[src/rtl/pipe_hazard_ctrl_pkg.sv]
// Shared definitions for the pipeline hazard controller: state encoding,
// register-number width and the packed bundle of stage-register controls.
package pipe_hazard_ctrl_pkg;

    localparam int REG_W = 5;

    localparam logic [1:0] ST_RUN      = 2'd0;
    localparam logic [1:0] ST_MEM_WAIT = 2'd1;
    localparam logic [1:0] ST_HALT     = 2'd2;

    typedef struct packed {
        logic pc_wen;
        logic if_id_wen;
        logic id_ex_wen;
        logic ex_mem_wen;
        logic if_id_clear;
        logic id_ex_clear;
    } ctrl_t;

    // Free-running pipe: every stage advances, no bubbles.
    function automatic ctrl_t ctrl_run();
        ctrl_t c;
        c.pc_wen      = 1'b1;
        c.if_id_wen   = 1'b1;
        c.id_ex_wen   = 1'b1;
        c.ex_mem_wen  = 1'b1;
        c.if_id_clear = 1'b0;
        c.id_ex_clear = 1'b0;
        return c;
    endfunction

    // Whole pipe holds its contents.
    function automatic ctrl_t ctrl_freeze();
        ctrl_t c;
        c.pc_wen      = 1'b0;
        c.if_id_wen   = 1'b0;
        c.id_ex_wen   = 1'b0;
        c.ex_mem_wen  = 1'b0;
        c.if_id_clear = 1'b0;
        c.id_ex_clear = 1'b0;
        return c;
    endfunction

endpackage

[src/rtl/pipe_hazard_ctrl_if.sv]
// Signal bundle between the pipeline datapath (master) and the hazard
// controller (slave).
interface pipe_hazard_ctrl_if #(
    parameter int CNT_W = 32
);
    import pipe_hazard_ctrl_pkg::*;

    logic [REG_W-1:0] id_rs1;
    logic [REG_W-1:0] id_rs2;
    logic             id_use_rs1;
    logic             id_use_rs2;
    logic [REG_W-1:0] ex_rd;
    logic             ex_dmrd;
    logic             ex_br_taken;
    logic             ex_ebreak;
    // mem_req/mem_ack: an access is issued in the cycle mem_req is high and
    // completes in the first cycle mem_ack is high (the same cycle allowed);
    // mem_req is not sampled again until the access has completed.
    logic             mem_req;
    logic             mem_ack;
    logic             resume;

    logic             pc_wen;
    logic             if_id_wen;
    logic             id_ex_wen;
    logic             ex_mem_wen;
    logic             if_id_clear;
    logic             id_ex_clear;
    logic             halted;
    logic             mem_err;
    logic [CNT_W-1:0] stall_cnt;
    logic [1:0]       dbg_state;

    modport master (
        output id_rs1, id_rs2, id_use_rs1, id_use_rs2, ex_rd, ex_dmrd,
               ex_br_taken, ex_ebreak, mem_req, mem_ack, resume,
        input  pc_wen, if_id_wen, id_ex_wen, ex_mem_wen, if_id_clear,
               id_ex_clear, halted, mem_err, stall_cnt, dbg_state
    );

    modport slave (
        input  id_rs1, id_rs2, id_use_rs1, id_use_rs2, ex_rd, ex_dmrd,
               ex_br_taken, ex_ebreak, mem_req, mem_ack, resume,
        output pc_wen, if_id_wen, id_ex_wen, ex_mem_wen, if_id_clear,
               id_ex_clear, halted, mem_err, stall_cnt, dbg_state
    );

endinterface

[src/rtl/pipe_hazard_ctrl_hazard_cmp.sv]
// Load-use comparator: flags an ID instruction that reads the register a
// load currently in EX is about to write.
module hazard_cmp
    import pipe_hazard_ctrl_pkg::*;
(
    input  logic [REG_W-1:0] id_rs1,
    input  logic [REG_W-1:0] id_rs2,
    input  logic             id_use_rs1,
    input  logic             id_use_rs2,
    input  logic [REG_W-1:0] ex_rd,
    input  logic             ex_dmrd,
    output logic             load_use
);

    logic rs1_hit;
    logic rs2_hit;
    logic rd_live;

    // x0 is hard-wired zero, so a load targeting it never creates a hazard.
    assign rd_live  = ex_dmrd && (ex_rd != '0);
    assign rs1_hit  = id_use_rs1 && (id_rs1 == ex_rd);
    assign rs2_hit  = id_use_rs2 && (id_rs2 == ex_rd);
    assign load_use = rd_live && (rs1_hit || rs2_hit);

endmodule

[src/rtl/pipe_hazard_ctrl.sv]
// Pipeline hazard controller: decides per cycle which stage registers write
// or bubble, and tracks memory-wait, halt, timeout error and stall count.
module pipe_hazard_ctrl
    import pipe_hazard_ctrl_pkg::*;
#(
    parameter int MEM_TIMEOUT = 15,
    parameter int CNT_W       = 32
) (
    input logic               clk,
    input logic               rst,
    pipe_hazard_ctrl_if.slave bus
);

    localparam int              WAIT_W   = $clog2(MEM_TIMEOUT + 1);
    localparam logic [WAIT_W-1:0] WAIT_MAX = WAIT_W'(MEM_TIMEOUT);

    logic [1:0]        state_q, state_d;
    logic [WAIT_W-1:0] wait_cnt_q, wait_cnt_d;
    logic [WAIT_W-1:0] wait_inc;
    logic              mem_err_q, mem_err_d;
    logic [CNT_W-1:0]  stall_cnt_q, stall_cnt_d;
    logic              load_use;
    ctrl_t             ctrl;

    hazard_cmp u_hazard_cmp (
        .id_rs1     (bus.id_rs1),
        .id_rs2     (bus.id_rs2),
        .id_use_rs1 (bus.id_use_rs1),
        .id_use_rs2 (bus.id_use_rs2),
        .ex_rd      (bus.ex_rd),
        .ex_dmrd    (bus.ex_dmrd),
        .load_use   (load_use)
    );

    assign wait_inc = wait_cnt_q + WAIT_W'(1);

    always_comb begin
        ctrl       = ctrl_run();
        state_d    = state_q;
        wait_cnt_d = wait_cnt_q;
        mem_err_d  = mem_err_q;

        case (state_q)
            ST_RUN: begin
                if (bus.mem_req && !bus.mem_ack) begin
                    ctrl       = ctrl_freeze();
                    state_d    = ST_MEM_WAIT;
                    wait_cnt_d = '0;
                end else if (bus.ex_ebreak) begin
                    // EBREAK leaves EX as a bubble while older work drains.
                    ctrl.pc_wen      = 1'b0;
                    ctrl.if_id_wen   = 1'b0;
                    ctrl.id_ex_clear = 1'b1;
                    state_d          = ST_HALT;
                end else if (bus.ex_br_taken) begin
                    // Taken branch outranks load-use: the consumer is flushed.
                    ctrl.if_id_clear = 1'b1;
                    ctrl.id_ex_clear = 1'b1;
                end else if (load_use) begin
                    ctrl.pc_wen      = 1'b0;
                    ctrl.if_id_wen   = 1'b0;
                    ctrl.id_ex_clear = 1'b1;
                end
            end

            ST_MEM_WAIT: begin
                if (bus.mem_ack) begin
                    state_d = ST_RUN;
                end else begin
                    ctrl       = ctrl_freeze();
                    wait_cnt_d = wait_inc;
                    if (wait_inc == WAIT_MAX) begin
                        mem_err_d = 1'b1;
                        state_d   = ST_HALT;
                    end
                end
            end

            ST_HALT: begin
                ctrl = ctrl_freeze();
                if (bus.resume) begin
                    state_d = ST_RUN;
                end
            end

            default: begin
                state_d = ST_RUN;
            end
        endcase
    end

    always_comb begin
        stall_cnt_d = stall_cnt_q;
        if (!ctrl.pc_wen && (stall_cnt_q != '1)) begin
            stall_cnt_d = stall_cnt_q + CNT_W'(1);
        end
    end

    always_ff @(posedge clk or posedge rst) begin
        if (rst) begin
            state_q     <= ST_RUN;
            wait_cnt_q  <= '0;
            mem_err_q   <= 1'b0;
            stall_cnt_q <= '0;
        end else begin
            state_q     <= state_d;
            wait_cnt_q  <= wait_cnt_d;
            mem_err_q   <= mem_err_d;
            stall_cnt_q <= stall_cnt_d;
        end
    end

    assign bus.pc_wen      = ctrl.pc_wen;
    assign bus.if_id_wen   = ctrl.if_id_wen;
    assign bus.id_ex_wen   = ctrl.id_ex_wen;
    assign bus.ex_mem_wen  = ctrl.ex_mem_wen;
    assign bus.if_id_clear = ctrl.if_id_clear;
    assign bus.id_ex_clear = ctrl.id_ex_clear;
    assign bus.halted      = (state_q == ST_HALT);
    assign bus.mem_err     = mem_err_q;
    assign bus.stall_cnt   = stall_cnt_q;
    assign bus.dbg_state   = state_q;

endmodule

[src/flat_wrapper.sv]
// flat-port wrapper written by rule: the top's interface ports become plain ports
module pipe_hazard_ctrl_flat import pipe_hazard_ctrl_pkg::*;
#(
    parameter int MEM_TIMEOUT = 15,
    parameter int CNT_W       = 32
)
  (clk, rst, bus_id_rs1, bus_id_rs2, bus_id_use_rs1, bus_id_use_rs2, bus_ex_rd, bus_ex_dmrd, bus_ex_br_taken, bus_ex_ebreak, bus_mem_req, bus_mem_ack, bus_resume, bus_pc_wen, bus_if_id_wen, bus_id_ex_wen, bus_ex_mem_wen, bus_if_id_clear, bus_id_ex_clear, bus_halted, bus_mem_err, bus_stall_cnt, bus_dbg_state);
  pipe_hazard_ctrl_if #(.CNT_W(CNT_W)) bus_i ();
  input logic clk;
  input logic rst;
  input wire logic [$bits(bus_i.id_rs1)-1:0] bus_id_rs1;
  input wire logic [$bits(bus_i.id_rs2)-1:0] bus_id_rs2;
  input wire logic [$bits(bus_i.id_use_rs1)-1:0] bus_id_use_rs1;
  input wire logic [$bits(bus_i.id_use_rs2)-1:0] bus_id_use_rs2;
  input wire logic [$bits(bus_i.ex_rd)-1:0] bus_ex_rd;
  input wire logic [$bits(bus_i.ex_dmrd)-1:0] bus_ex_dmrd;
  input wire logic [$bits(bus_i.ex_br_taken)-1:0] bus_ex_br_taken;
  input wire logic [$bits(bus_i.ex_ebreak)-1:0] bus_ex_ebreak;
  input wire logic [$bits(bus_i.mem_req)-1:0] bus_mem_req;
  input wire logic [$bits(bus_i.mem_ack)-1:0] bus_mem_ack;
  input wire logic [$bits(bus_i.resume)-1:0] bus_resume;
  output wire logic [$bits(bus_i.pc_wen)-1:0] bus_pc_wen;
  output wire logic [$bits(bus_i.if_id_wen)-1:0] bus_if_id_wen;
  output wire logic [$bits(bus_i.id_ex_wen)-1:0] bus_id_ex_wen;
  output wire logic [$bits(bus_i.ex_mem_wen)-1:0] bus_ex_mem_wen;
  output wire logic [$bits(bus_i.if_id_clear)-1:0] bus_if_id_clear;
  output wire logic [$bits(bus_i.id_ex_clear)-1:0] bus_id_ex_clear;
  output wire logic [$bits(bus_i.halted)-1:0] bus_halted;
  output wire logic [$bits(bus_i.mem_err)-1:0] bus_mem_err;
  output wire logic [$bits(bus_i.stall_cnt)-1:0] bus_stall_cnt;
  output wire logic [$bits(bus_i.dbg_state)-1:0] bus_dbg_state;
  assign bus_i.id_rs1 = bus_id_rs1;
  assign bus_i.id_rs2 = bus_id_rs2;
  assign bus_i.id_use_rs1 = bus_id_use_rs1;
  assign bus_i.id_use_rs2 = bus_id_use_rs2;
  assign bus_i.ex_rd = bus_ex_rd;
  assign bus_i.ex_dmrd = bus_ex_dmrd;
  assign bus_i.ex_br_taken = bus_ex_br_taken;
  assign bus_i.ex_ebreak = bus_ex_ebreak;
  assign bus_i.mem_req = bus_mem_req;
  assign bus_i.mem_ack = bus_mem_ack;
  assign bus_i.resume = bus_resume;
  assign bus_pc_wen = bus_i.pc_wen;
  assign bus_if_id_wen = bus_i.if_id_wen;
  assign bus_id_ex_wen = bus_i.id_ex_wen;
  assign bus_ex_mem_wen = bus_i.ex_mem_wen;
  assign bus_if_id_clear = bus_i.if_id_clear;
  assign bus_id_ex_clear = bus_i.id_ex_clear;
  assign bus_halted = bus_i.halted;
  assign bus_mem_err = bus_i.mem_err;
  assign bus_stall_cnt = bus_i.stall_cnt;
  assign bus_dbg_state = bus_i.dbg_state;
  pipe_hazard_ctrl #(.MEM_TIMEOUT(MEM_TIMEOUT), .CNT_W(CNT_W)) u_core (.clk(clk), .rst(rst), .bus(bus_i));
endmodule
[config.mk]
export PLATFORM = sky130hd
export DESIGN_NAME = pipe_hazard_ctrl_flat
export DESIGN_NICKNAME = d
export VERILOG_FILES = /design/src/rtl/pipe_hazard_ctrl_pkg.sv /design/src/rtl/pipe_hazard_ctrl_if.sv /design/src/rtl/pipe_hazard_ctrl_hazard_cmp.sv /design/src/rtl/pipe_hazard_ctrl.sv /design/src/flat_wrapper.sv
export SDC_FILE = /design/constraint.sdc
export NUM_CORES = 1
export LEC_CHECK = 0
export CAP_MARGIN = 25
export CORE_MARGIN = 1
export CORE_UTILIZATION = 51
export DETAILED_ROUTE_END_ITERATION = 8
export MAX_ROUTING_LAYER = met4
export PLACE_DENSITY = 0.86
export SYNTH_ARGS = -nofsm -noshare
export SYNTH_HDL_FRONTEND = slang
export SYNTH_SLANG_ARGS = --single-unit
[constraint.sdc]
create_clock -name clk -period 3.7 [get_ports clk]
set_input_delay 0.74 -clock clk [delete_from_list [all_inputs] [get_ports clk]]
set_output_delay 0.74 -clock clk [all_outputs]
set_load 0.02 [all_outputs]
### After elaboration in Yosys (flattened, before gate mapping)

Cells that the tools add are included.

* equal/unequal tests: 11
* multiplexer cells: 22
* $add $sub $neg: 2
* reductions and logical operators: 15
* bitwise operators: 1

Operators with widths (number)
* adder 32 x 1 -> 32 bit, second input constant: 1
* != test 32 bit, second input constant: 1
* two-way mux 2 bit: 11
* one-hot mux 6 bit (3 select lines): 1
* equality test 5 bit: 2
* AND reduction 3 bit: 3
* two-way mux 4 bit: 2
* one-hot mux 4 bit (2 select lines): 1
* logical AND 1 bit: 6
* two-way mux 6 bit: 1
* != test 3 x 2 -> 1 bit, second input constant: 2
* one-hot mux 2 bit (3 select lines): 1
* two-way mux 1 bit: 5
* nonzero test 5 bit: 1
* adder 4 x 1 -> 4 bit, second input constant: 1
* equality test 4 bit, second input constant: 1
* != test 2 bit, second input constant: 2
* equality test 2 x 1 -> 1 bit, second input constant: 1
* equality test 2 bit, second input constant: 1
* logical NOT 1 bit: 2
* logical NOT 2 bit: 1
* != test 2 x 1 -> 1 bit, second input constant: 1
* nonzero test 2 bit: 1
* logical OR 1 bit: 1
* NOT 1 bit: 1

* output and inout port bits: 42
* bits of input ports: 25
* register bits after elaboration: 39

### Longest topological paths before layout

* depth in word-level cells: 11
* mapped depth: 10
* gate-level depth less buffers: 7

### Hierarchy

Synthesis repeated with hierarchy kept, for this count alone.

* cell total of the unflattened synthesis: 202
* area, all modules: 2102.0 um2

Modules (own cells, without submodules)
* pipe_hazard_ctrl: area an instance 1968.1 um2, instances 1, cells each 185
* hazard_cmp: area an instance 133.9 um2, instances 1, cells each 17

### Worst setup path before layout

No wires, ideal clock.

* path type: input -> output
* start: input port bus_ex_rd[0]
* end: output port bus_pc_wen
* path slack: 0.743 ns
* cell stages on the path: 6
* arrival time: 2.217 ns
* cell sequence: or4_1 o21ai_0 a22oi_1 o21ai_1 buf_2 buf_4

* longest elaborated chain between the ends: 9
* elaborated cells on any way between the ends: 13
* classes of those cells: eq/ne: 2; mux: 5; reduce/logical: 6

Ends and longest elaborated chain
* start, declared: line flat_wrapper.sv:15 `input wire logic [$bits(bus_i.ex_rd)-1:0] bus_ex_rd;`
* equality test 5 bit, on equally long branches: line pipe_hazard_ctrl_hazard_cmp.sv:21, pipe_hazard_ctrl_hazard_cmp.sv:22
* logical AND 1 bit, on equally long branches: line pipe_hazard_ctrl_hazard_cmp.sv:21, pipe_hazard_ctrl_hazard_cmp.sv:22
* logical OR 1 bit: line pipe_hazard_ctrl_hazard_cmp.sv:23 `assign load_use = rd_live && (rs1_hit || rs2_hit);`
* logical AND 1 bit *: line pipe_hazard_ctrl_hazard_cmp.sv:23
* two-way mux 2 bit *: line pipe_hazard_ctrl.sv:59 `end else if (load_use) begin`
* two-way mux 2 bit *: line pipe_hazard_ctrl.sv:55 `end else if (bus.ex_br_taken) begin`
* two-way mux 2 bit *: line pipe_hazard_ctrl.sv:49 `end else if (bus.ex_ebreak) begin`
* two-way mux 2 bit *: line pipe_hazard_ctrl.sv:45 `if (bus.mem_req && !bus.mem_ack) begin`
* one-hot mux 6 bit (3 select lines) *: line pipe_hazard_ctrl.sv:43 `case (state_q)`
* end, declared: line flat_wrapper.sv:22 `output wire logic [$bits(bus_i.pc_wen)-1:0] bus_pc_wen;`

Mark *: on every way between the ends. The rest lies on a longest branch, timed or not.

### Worst setup path after layout

* start: input port bus_mem_ack
* end: output port bus_if_id_clear

* longest elaborated chain between the ends: 4

Ends and longest elaborated chain
* start, declared: line flat_wrapper.sv:20 `input wire logic [$bits(bus_i.mem_ack)-1:0] bus_mem_ack;`
* logical NOT 1 bit: line pipe_hazard_ctrl.sv:45
* logical AND 1 bit: line pipe_hazard_ctrl.sv:45
* two-way mux 2 bit: line pipe_hazard_ctrl.sv:45
* one-hot mux 6 bit (3 select lines): line pipe_hazard_ctrl.sv:43
* end, declared: line flat_wrapper.sv:26 `output wire logic [$bits(bus_i.if_id_clear)-1:0] bus_if_id_clear;`

Every way passes these cells.

==> impl_metrics.yaml <==
run_status:
  outcome: "finished clean"
global_routing:
  grt_start_max_net_pins: 40
  antenna_found_initial: 0
  grt_pass1_vias: 1837
  grt_usage: 0.252
  grt_overflow_total: 0
  grt_pass1_wl_um: 8290
timing:
  min_period_ps: 3320
  setup_viol: 0
  rsz0062_at_grt: "false"
  clock_skew_ps: 7.47
  worst_pin_slew_ps: 471
  fmax_mhz: 301
  setup-tns-final_ps: 0
  fin_crit_sh: 0.897
  max-slew-margin-rel: 0.686
  finalMaxSlewViolations: 0
  hold_viol: 0
logic_synthesis:
  synth_top_area_frac: 0.440
  synth_edf_count: 0
  netlist_area_mm2: 0.00222
  ys.warnings.count: 0
  synth_cells: 224
  yosys_most_used_dff: "dfrtp_1"
  synth_area_leaders: "dfrtp_1 44%, xor2_1 12%, xnor2_1 4.3%"
  async_reset_ff_frac: 1.00
  yosys.area.top_type: "dfrtp_1"
  synth_fp_nets: 252
  synth_common_cells: "39 x dfrtp_1, 31 x xor2_1, 21 x nand2_1"
  synth-simple-area-share: 0.277
  yosys-mux-area-fraction: 0.00508
  synth_cell_types: 39
  ys_seq_area_frac: 0.440
  synth_top_family_by_area: "simple AND/OR/NAND/NOR gates"
  synth-xor-area-share: 0.166
  synth_fa_ha_area_frac: 0.0169
  synth_compound_area_frac: 0.0530
  syn_avg_cell_area_um2: 9.90
  yosysMostFrequentCell: "dfrtp_1"
  ys_seq_elements: 39
drt:
  dr.pass1.iters: 4
  wl_per_cell_um: 14.6
  wl_um: 5050
  drc: 0
  via_count: 1932
  ant_nets: 0
  first_iter_violations: 140
  drt-vias-per-instance: 5.58
floorplan:
  fp-row-count: 23
  fp.dieW_um: 67.9
  coreArea_mm2: 0.00409
  die_y_um: 67.9
  die-area_mm2: 0.00462
  io_pins: 67
  initial_core_util: 0.543
worst_setup_path:
  crit_buf_inv: 4
  r2r_start: "u_core.bus.stall_cnt[0]$_DFFE_PP0P_"
  crit_chain: "clkdlybuf4s50_1 > inv_1 > a2111oi_1 > buf_4 > and2_1 > clkdlybuf4s50_1"
  crit_fanout: 4
  r2r_slack_ps: 1350
  critPathLaunch: "bus_mem_ack"
  crit_type: "in2out"
  reg2reg_depth: 6
  required_ps: 2960
  start_kind: "input pin"
  critPathTopFamily: "buffers and inverters"
  cp.arrival_ps: 2580
  timing.rr.end: "u_core.bus.stall_cnt[30]$_DFFE_PP0P_"
  cp-end-kind: "output port"
  worst_path_most_repeated_cell: "clkdlybuf4s50_1"
  cp_slowest_stage_delay_ps: 590
  slowest_stage: "clkdlybuf4s50_1"
cts:
  hold_buffers: 0
  insertion_delay_ps: 290
  htreeDepth: 2
  numCtsBuffers: 5
  cts.clk_slew.worst_paths_ps: 80
  cts.sinks: 39
  clk_path_buf_depth: 2
  clockRootBuffer: "clkbuf_8"
  cts_tree: "done"
power_and_ir_drop:
  p_leak_nw: 1.35
  power_density_mw_per_mm2: 559
  ir_drop_uv: 423
finish:
  syn2layout_area_growth_pct: 38.5
  fill_cells: 286
  final_cells: 346
  drive_above_1_share: 0.0878
  nNetsFinal: 323
  diodes: 0
min_path:
  worstHoldEndpoint: "u_core.bus.mem_err$_DFFE_PP0P_"
  worst_hold_path.num_cells: 1
  hp-class: "reg2reg"
  hp-start: "u_core.bus.mem_err$_DFFE_PP0P_"
placement:
  io_buffers: 66
  gp_congestion: 0.812
  place_inst: 338
  place_hpwl_um: 3740
flow_run:
  cap_violations: 0
[placed cells by master (no fill, tap or decap), types with 2 or more instances in the layout]
master,synthesis,final
and4_1,3,3
nor3b_1,2,2
nand3_1,12,12
nand4_1,8,8
clkdlybuf4s50_1,0,63
inv_1,7,7
dlymetal6s2s_1,0,3
xor2_1,31,31
clkbuf_8,0,6
ha_1,3,3
nor4b_1,4,4
nor4_4,2,2
and2_1,5,5
nor3_2,2,2
dfrtp_1,39,39
nand2_1,21,21
a21oi_1,3,3
a22o_1,2,2
nor2_1,8,8
o21ai_0,4,4
nor3_1,11,11
xnor2_1,11,11
a21o_1,3,3
and3_1,5,5
nor4_1,12,12
or3_1,2,2
buf_4,3,9
[where the power goes]
| part | total, mW | internal, mW | switching, mW |
|---|---|---|---|
| combinational | 0.706 | 0.336 | 0.369 |
| sequential | 0.647 | 0.519 | 0.128 |
| clock | 0.364 | 0.218 | 0.146 |
[final cells by class]
type                    count  area, um2  area share
well taps                  50       62.6      0.0204
clock inverters             2       35.0      0.0114
inverters                   7       26.3     0.00856
repair buffers             75        736       0.240
multi-input cells         167       1150       0.375
flip-flops and latches     39        976       0.318
clock buffers               6       82.6      0.0269
[metal layers]
layer | global-route usage | share of wire | vias to the layer above
li1 | - | - | 936
met1 | 0.314 | 0.44 | 920
met2 | 0.397 | 0.49 | 70
met3 | 0.0533 | 0.048 | 6
met4 | 0.0990 | 0.015 | 0
met5 | - | 0 | -
[how the worst max path moves through the flow]
stage                     slack (ps)  cells after the start              end
after floorplan                  740                      6       bus_pc_wen
after global placement           110                      6    bus_if_id_wen
after detailed placement          60                      6    bus_if_id_wen
after CTS                         60                      6    bus_if_id_wen
after global routing             300                      6  bus_if_id_clear
final                            380                      6  bus_if_id_clear
[sequential cells by signal, summed over array words and instances (netlist names)]
register,flops
u_core.bus.stall_cnt,32
u_core.bus.mem_err,1
u_core.bus.dbg_state,2
u_core.wait_cnt_q,4
[what timing repair did]
| action | CTS | global route |
|---|---|---|
| resized for setup | 0 | 3 |
| setup buffers | 0 | 0 |
| endpoints found under the setup margin | 0 | 3 |
[per-stage QoR]
stage	worst slack [ps]	hold WS [ps]	power, mW	util	cell area, um2
after CTS	61.9	472	1.73	0.750	3060
after detailed placement	57.3	448	1.36	0.721	2950
final	381	472	1.72	0.751	3070
after global routing	299	483	1.82	0.751	3070
after global placement	113	442	1.34	0.721	2950
after floorplan	743	496	1.04	-	2220
[cells by family (layout without fill, tap and decap cells)]
group                      count (synthesis)  count (layout)
muxes                                      1               1
DFF                                       39              39
xor gates and xnor gates                  42              42
and+or+nand+nor                          103             103
buffers and inverters                     18              90
adders and majority gates                  3               3
AOI/OAI and AO/OA                         18              18
No activity file was read; power rests on OpenSTA's default activity.
